`config.mk`:
```
export PLATFORM = sky130hd
export DESIGN_NAME = tick_board_ctrl
export DESIGN_NICKNAME = d
export VERILOG_FILES = /design/src/rtl/tick_pkg.sv /design/src/rtl/btn_edge.sv /design/src/rtl/tick_board_ctrl.sv
export SDC_FILE = /design/constraint.sdc
export NUM_CORES = 1
export LEC_CHECK = 0
export ABC_AREA = 0
export BUFFER_PORTS_ARGS = -buffer_cell sky130_fd_sc_hd__clkbuf_2
export CAP_MARGIN = 5
export CORE_MARGIN = 5
export CORE_UTILIZATION = 45
export CTS_CLUSTER_SIZE = 20
export DETAILED_ROUTE_END_ITERATION = 16
export GPL_TIMING_DRIVEN = 0
export PLACE_DENSITY = 0.8
export SYNTH_ARGS = -nofsm -noshare
export SYNTH_HDL_FRONTEND = slang
export SYNTH_SLANG_ARGS = --single-unit
```
`constraint.sdc`:
```
create_clock -name clk -period 3.25 [get_ports clk]
set_clock_uncertainty 0.1 [all_clocks]
set_input_delay 0.325 -clock clk [delete_from_list [all_inputs] [get_ports clk]]
set_output_delay 0.325 -clock clk [all_outputs]
set_load 0.1 [all_outputs]
```
`src/rtl/tick_pkg.sv`:
```
// Shared encodings for the tic-tac-toe LED board: game states, cell marks,
// and the eight winning lines.
package tick_pkg;

  typedef enum logic [1:0] {
    PLAY  = 2'd0,
    CHECK = 2'd1,
    WIN   = 2'd2,
    DRAW  = 2'd3
  } state_t;

  localparam logic [1:0] CELL_EMPTY = 2'd0;
  localparam logic [1:0] CELL_X     = 2'd1;
  localparam logic [1:0] CELL_O     = 2'd2;

  typedef logic [8:0][1:0] board_t;

  localparam int WIN_LINES [8][3] = '{
    '{0, 1, 2}, '{3, 4, 5}, '{6, 7, 8},
    '{0, 3, 6}, '{1, 4, 7}, '{2, 5, 8},
    '{0, 4, 8}, '{2, 4, 6}
  };

  // Mask of every cell that sits on a line fully owned by mark m.
  function automatic logic [8:0] line_cells(input board_t b, input logic [1:0] m);
    logic [8:0] hit;
    hit = '0;
    for (int l = 0; l < 8; l++) begin
      if (b[WIN_LINES[l][0]] == m && b[WIN_LINES[l][1]] == m &&
          b[WIN_LINES[l][2]] == m) begin
        hit[WIN_LINES[l][0]] = 1'b1;
        hit[WIN_LINES[l][1]] = 1'b1;
        hit[WIN_LINES[l][2]] = 1'b1;
      end
    end
    return hit;
  endfunction

endpackage

```
`src/rtl/btn_edge.sv`:
```
// Single-bit rising-edge detector: one-cycle pulse when a level input goes high.
module btn_edge (
  input  logic clk,
  input  logic reset,
  input  logic d,
  output logic pulse
);

  logic prev;

  always_ff @(posedge clk) begin
    if (reset) prev <= 1'b0;
    else       prev <= d;
  end

  assign pulse = d & ~prev;

endmodule

```
`src/rtl/tick_board_ctrl.sv`:
```
// Tic-tac-toe game controller: button-driven cursor/placement, one-cycle win/draw
// check, and a registered 8x8 LED frame with blink overlays.
module tick_board_ctrl
  import tick_pkg::*;
#(
  parameter int BLINK_DIV = 4
) (
  input  logic        clk,
  input  logic        reset,
  input  logic        btn_next,
  input  logic        btn_place,
  input  logic        btn_new,
  output logic [63:0] frame,
  output logic        turn,
  output logic [1:0]  game_state,
  output logic [1:0]  winner
);

  localparam int CW = $clog2(BLINK_DIV);

  logic p_next, p_place, p_new;

  btn_edge u_next  (.clk(clk), .reset(reset), .d(btn_next),  .pulse(p_next));
  btn_edge u_place (.clk(clk), .reset(reset), .d(btn_place), .pulse(p_place));
  btn_edge u_new   (.clk(clk), .reset(reset), .d(btn_new),   .pulse(p_new));

  state_t        state, state_n;
  board_t        cells, cells_n;
  logic [3:0]    cursor, cursor_n;
  logic          turn_n;
  logic [1:0]    winner_n;
  logic [CW-1:0] blink_cnt;
  logic          blink;
  logic [1:0]    mover;
  logic [8:0]    mover_mask;
  logic          full;
  logic [63:0]   img;
  logic          on4, diag;

  // turn only changes on a non-winning CHECK, so in WIN the mover is the winner
  assign mover      = turn ? CELL_O : CELL_X;
  assign mover_mask = line_cells(cells, mover);

  always_comb begin
    full = 1'b1;
    for (int k = 0; k < 9; k++)
      if (cells[k] == CELL_EMPTY) full = 1'b0;
  end

  always_ff @(posedge clk) begin
    if (reset) begin
      state     <= PLAY;
      cells     <= '0;
      cursor    <= '0;
      turn      <= 1'b0;
      winner    <= '0;
      blink_cnt <= '0;
      blink     <= 1'b0;
      frame     <= '0;
    end else begin
      state  <= state_n;
      cells  <= cells_n;
      cursor <= cursor_n;
      turn   <= turn_n;
      winner <= winner_n;
      frame  <= img;
      if (blink_cnt == CW'(BLINK_DIV - 1)) begin
        blink_cnt <= '0;
        blink     <= ~blink;
      end else begin
        blink_cnt <= blink_cnt + 1'b1;
      end
    end
  end

  always_comb begin
    state_n  = state;
    cells_n  = cells;
    cursor_n = cursor;
    turn_n   = turn;
    winner_n = winner;
    if (p_new) begin
      state_n  = PLAY;
      cells_n  = '0;
      cursor_n = '0;
      turn_n   = 1'b0;
      winner_n = '0;
    end else begin
      case (state)
        PLAY: begin
          // a place pulse swallows a simultaneous next even when the cell is taken
          if (p_place) begin
            if (cells[cursor] == CELL_EMPTY) begin
              cells_n[cursor] = mover;
              state_n         = CHECK;
            end
          end else if (p_next) begin
            cursor_n = (cursor == 4'd8) ? 4'd0 : cursor + 4'd1;
          end
        end
        CHECK: begin
          if (|mover_mask) begin
            state_n  = WIN;
            winner_n = mover;
          end else if (full) begin
            state_n = DRAW;
          end else begin
            state_n = PLAY;
            turn_n  = ~turn;
          end
        end
        default: ;
      endcase
    end
  end

  // Cell k occupies a 2x2 pixel block at row 3*(k/3), col 3*(k%3).
  always_comb begin
    img  = '0;
    on4  = 1'b0;
    diag = 1'b0;
    for (int k = 0; k < 9; k++) begin
      int base;
      base = 24 * (k / 3) + 3 * (k % 3);
      on4  = (cells[k] == CELL_X);
      diag = (cells[k] == CELL_X) || (cells[k] == CELL_O);
      if ((state == PLAY || state == CHECK) && blink && cursor == 4'(k)) begin
        on4  = 1'b1;
        diag = 1'b1;
      end
      if (state == WIN && blink && mover_mask[k]) begin
        on4  = 1'b0;
        diag = 1'b0;
      end
      img[base]     = diag;
      img[base + 1] = on4;
      img[base + 8] = on4;
      img[base + 9] = diag;
    end
  end

  assign game_state = state;

endmodule
```
# Word level (Yosys, flattened, before mapping)
# Cells that the tools add are included.
# word_totals
ff_bits	97
word_cells	218
out_inout_bits	69
# classes
n_eq_ne	40
muxes	75
n_addsub	2
order_cmp	2
reduce_logical	68
bitwise_logic	11
# ops
op	n
two-way mux 1 bit	60
logical AND 1 bit	37
equality test 2 bit, second input constant	11
zero test 2 bit	11
equality test 2 x 1 -> 1 bit, second input constant	10
bitwise mux 18 bit	1
equality test 2 bit	9
equality test 4 x 3 -> 1 bit, second input constant	4
two-way mux 2 bit	7
AND reduction 3 bit	4
logical OR 1 bit	10
two-way mux 3 bit	3
OR reduction 9 bit	1
binary-select mux 2 bit (select 4 bit)	1
demux 2 bit (select 4 bit)	1
equality test 4 x 2 -> 1 bit, second input constant	2
inverter 1 bit	8
< comparator 4 x 5 -> 1 bit, second input constant	1
adder 4 x 1 -> 4 bit, second input constant	1
equality test 4 x 1 -> 1 bit, second input constant	1
equality test 4 bit, second input constant	1
greater-or-equal comparator 4 x 1 -> 1 bit, second input constant	1
zero test 4 bit	1
two-way mux 4 bit	1
other kinds (7)	11

# Depth between registers and ports, before layout
# logic_depth
word_depth	13
mapped_depth	8
mapped_depth_nobuf	7

# Cells and area by module
# From an unflattened synthesis, not the netlist that was laid out.
# hier_totals
cells_unflattened	373
hier_area_um2	3271.9
# modules_own_cells
module	cells_each	n_inst	area_per_inst_um2
tick_board_ctrl	364	1	3129.3
btn_edge	3	3	47.5

# Least setup slack after synthesis
# No wires, ideal clock.
# synth_timing
kind	register to register
from	register turn
to	register turn
stages_incl_launch_ff	8
setup_ns	0.073
t_arrival_ns	2.492
t_required_ns	3.077
synth_period_minus_slack_ns	2.665
path_slack_ns	0.585
n_path_buf	1
cell_sequence	dfxtp_1 buf_6 nor3b_1 a2bb2oi_1 o31a_1 nor4_2 and4bb_1 mux2i_1
# synth_via
elab_chain_len	11
elab_cells_between_ends	48
classes_between	eq/ne (9); mux (19); bitwise (2); reduce/logical (18)
# synth_rtl
item	line	text
from (decl)	tick_board_ctrl.sv:14	output logic turn,
from (signal assigned)	tick_board_ctrl.sv:64	turn <= turn_n;
two-way mux 2 bit	tick_board_ctrl.sv:41	assign mover = turn ? CELL_O : CELL_X;
equality test 2 bit	tick_pkg.sv:29	if (b[WIN_LINES[l][0]] == m && b[WIN_LINES[l][1]] == m &&
logical AND 1 bit (2 in a row)	tick_pkg.sv:29	
two-way mux 3 bit	tick_pkg.sv:29	
two-way mux 1 bit (3 in a row)	tick_pkg.sv:29	
OR reduction 9 bit	tick_board_ctrl.sv:102	if (|mover_mask) begin
inverter 1 bit (no source line)	--	
AND reduction 3 bit (no source line)	--	
# Several ways; a longest one is shown, not always the timed one.
# A chain may end at the register's enable or synchronous reset.

# Worst setup path after layout
# layout_timing
from	register cells[13] in the netlist's numbering
to	register turn
# layout_via
elab_chain_len	9
elab_cells_between_ends	24
classes_between	eq/ne (1); mux (14); bitwise (2); reduce/logical (7)
# layout_rtl
item	line	text
from (decl)	tick_board_ctrl.sv:28	board_t cells, cells_n;
from (signal assigned)	tick_board_ctrl.sv:62	cells <= cells_n;
equality test 2 bit	tick_pkg.sv:29, tick_pkg.sv:30	
logical AND 1 bit (2 in a row)	tick_pkg.sv:29	
two-way mux 3 bit	tick_pkg.sv:29	
two-way mux 1 bit (2 in a row)	tick_pkg.sv:29	
OR reduction 9 bit	tick_board_ctrl.sv:102	
inverter 1 bit (no source line)	--	
AND reduction 3 bit (no source line) (*)	--	
# Mark *: on every way between the ends. The rest lies on a longest branch, timed or not.

==> impl_metrics.env <==
export IMPL_yosys_area_top_type_share_pct=32.85
export IMPL_yosysTopAreaCell="dfxtp_1"
export IMPL_tritoncts="done"
export IMPL_numCtsBuffers=5
export IMPL_max_freq_ghz=0.4057
export IMPL_met2_length_um=3549
export IMPL_async_reset_ff_share_pct=0
export IMPL_synthTopCellsByArea="dfxtp_1 (33%), buf_4 (11%), ha_1 (9.3%)"
export IMPL_syn_to_final_growth_pct=16.55
export IMPL_drt_iter0_markers=145
export IMPL_crit_type="reg -> reg"
export IMPL_drc=0
export IMPL_final_nets=470
export IMPL_grt_max_degree=18
export IMPL_arrival_ns=2.56
export IMPL_routed_top_layer="met4"
export IMPL_diodes=0
export IMPL_start_util_pct=46.00
export IMPL_cap_violations=0
export IMPL_min_path_type="in -> reg"
export IMPL_synth_seq_cells=51
export IMPL_cp_end_kind="register"
export IMPL_status="finished clean"
export IMPL_final_min_clock_period_ns=2.465
export IMPL_overflow=0
export IMPL_clk_latency_ns=0.31
export IMPL_h_tree_depth=2
export IMPL_ff_latch_area_um2=1021
export IMPL_multiInputGateArea_um2=1707
export IMPL_timing_final_ws_setup_ns=0.7852
export IMPL_cpMaxStageDelayCell="nor4_1"
export IMPL_hpwl_um=6095
export IMPL_cts_resized=0
export IMPL_routed_wl_um=7547
export IMPL_syn_area_per_cell_um2=8.538
export IMPL_cts_hold_buf=0
export IMPL_synth_edff_count=0
export IMPL_grt_pass1_vias=2433
export IMPL_slew_headroom_pct=40.85
export IMPL_p_leak_nw=1.601
export IMPL_rsz0062_at_grt="false"
export IMPL_yosysMostFrequentCell="dfxtp_1"
export IMPL_cts_root_buffer="clkbuf_8"
export IMPL_synth_cell_type_count=50
export IMPL_crit_path_cell_trace="inv_1, ha_1, nor4_1, nand2_1, nor4_1, and4bb_1, mux2i_1"
export IMPL_io_pins=74
export IMPL_final_area_um2=3622
export IMPL_tns_ns=0
export IMPL_wl_met3_um=517
export IMPL_slowest_delay_ns=0.67
export IMPL_drv_slew=0
export IMPL_cp_start_kind="register"
export IMPL_antenna_found_initial=0
export IMPL_ctsLongestPathBuffers=2
export IMPL_synth_seq_area_share_pct=32.85
export IMPL_period_share_pct=75.84
export IMPL_power_density_nw_per_um2=364.6
export IMPL_synth_common_cells="dfxtp_1 (51), buf_4 (46), nand2_1 (30), nor2_1 (30), inv_1 (27)"
export IMPL_die_area_um2=8669
export IMPL_worst_hold_slack_ns=0.1377
export IMPL_synthCells=364
export IMPL_setup_viol=0
export IMPL_postCtsSetupBuffers=0
export IMPL_place_gp_congestion=0.9324
export IMPL_drive_gt1_share_pct=24.60
export IMPL_required_ns=3.35
export IMPL_fp_coreArea_um2=6756
export IMPL_die_w_um=93.11
export IMPL_hold_viol_final=0
export IMPL_die_h_um=93.11
export IMPL_worst_slew_pin_slew_ns=0.8792
export IMPL_pre_cts_ws_ns=0.8475
export IMPL_crit_family="simple AND/OR/NAND/NOR gates"
export IMPL_synth_main_ff_cell="dfxtp_1"
export IMPL_path_common_cell="nor4_1"
export IMPL_fill_cells=634
export IMPL_worst_path_buf_inv=1
export IMPL_grt_pass1_wl_um=12140
export IMPL_vias=2621
export IMPL_clk_pin_slew_ns=0.10
export IMPL_ant_nets=0
export IMPL_yosys_warnings=0
export IMPL_crit_path_max_fanout=5
export IMPL_placed_area_um2=3530
export IMPL_wl_per_cell_um=14.43
export IMPL_final_util_pct=53.61
export IMPL_wl_met1_um=3185
export IMPL_port_buffers=44
export IMPL_rows=30
export IMPL_via_per_inst=5.011
export IMPL_track_usage_pct=18.00
export IMPL_cts_sinks=51
export IMPL_irDropWorstVdd_mv=0.1495
export IMPL_drt_first_pass_iters=4
export IMPL_syn_cell_area_um2=3108
## routing by layer
metal / vias to the layer above / GRT usage, %
met4: 0 / 8.303
met1: 1174 / 22.39
met5: - / 0
met3: 23 / 3.459
li1: 1322 / -
met2: 102 / 29.99
## power breakdown
part,switching [mW],internal [mW],total (mW)
Sequential,0.00964,0.636,0.645
Clock,0.226,0.156,0.382
Combinational,0.236,0.0578,0.293
Total,0.472,0.849,1.32
## final timing paths
check,startpoint,end,slack (ns),depth (start not counted)
worst min-delay path,btn_place,u_place.prev,0.14,3
worst max-delay path,cells[13],turn,0.79,7
worst min register to register,blink_cnt[0],blink_cnt[0],0.34,1
worst max register to register,cells[13],turn,0.79,7
## metrics by stage
step                      cells  power [mW]
after floorplan             391      0.9229
after global placement      515      0.9485
after detailed placement    515      0.9508
after CTS                   523       1.327
after global routing        523       1.366
final                       523       1.321
## state kept, by name, indices dropped and copies added, names as in the netlist
name          count
turn              1
u_place.prev      1
u_next.prev       1
cursor            4
cells            18
blink_cnt         2
blink             1
frame            18
winner            2
game_state        2
u_new.prev        1
## logic make-up after synthesis
family / synth area share (%)
flops: 32.85
other cells: 0.1207
fa+ha+maj: 9.259
simple gates: 20.25
mux: 7.407
buf+inv: 15.50
compound gates: 14.33
xor+xnor: 0.2819
## cell type report
| cell class | instances | area share, % |
|---|---|---|
| clock inverter | 3 | 0.6563 |
| inverter | 27 | 2.798 |
| multi-input combinational | 260 | 47.12 |
| timing repair buffer | 44 | 6.079 |
| tap | 80 | 2.763 |
| buffer | 53 | 10.50 |
| clock buffer | 5 | 1.900 |
| sequential | 51 | 28.19 |
## layout by cell type, fill, tap and decap left out, types with 5 or more instances in the layout
master    instances
ha_1             23
clkbuf_1          5
clkbuf_8          5
a21oi_1          19
o21ai_0           7
mux2i_1          23
conb_1           28
a21o_1            5
inv_1            27
nor2b_1           7
o21a_1           11
nor3_1           13
dfxtp_1          51
nand2_1          30
nand2b_1         11
buf_4            46
nor2_1           30
clkbuf_2         44
## worst min-delay path: stages
cell	delay, ns
clkbuf_2	0.09
inv_1	0.06
nor2_1	0.04
Note: power is estimated with default switching activity, not from simulation.
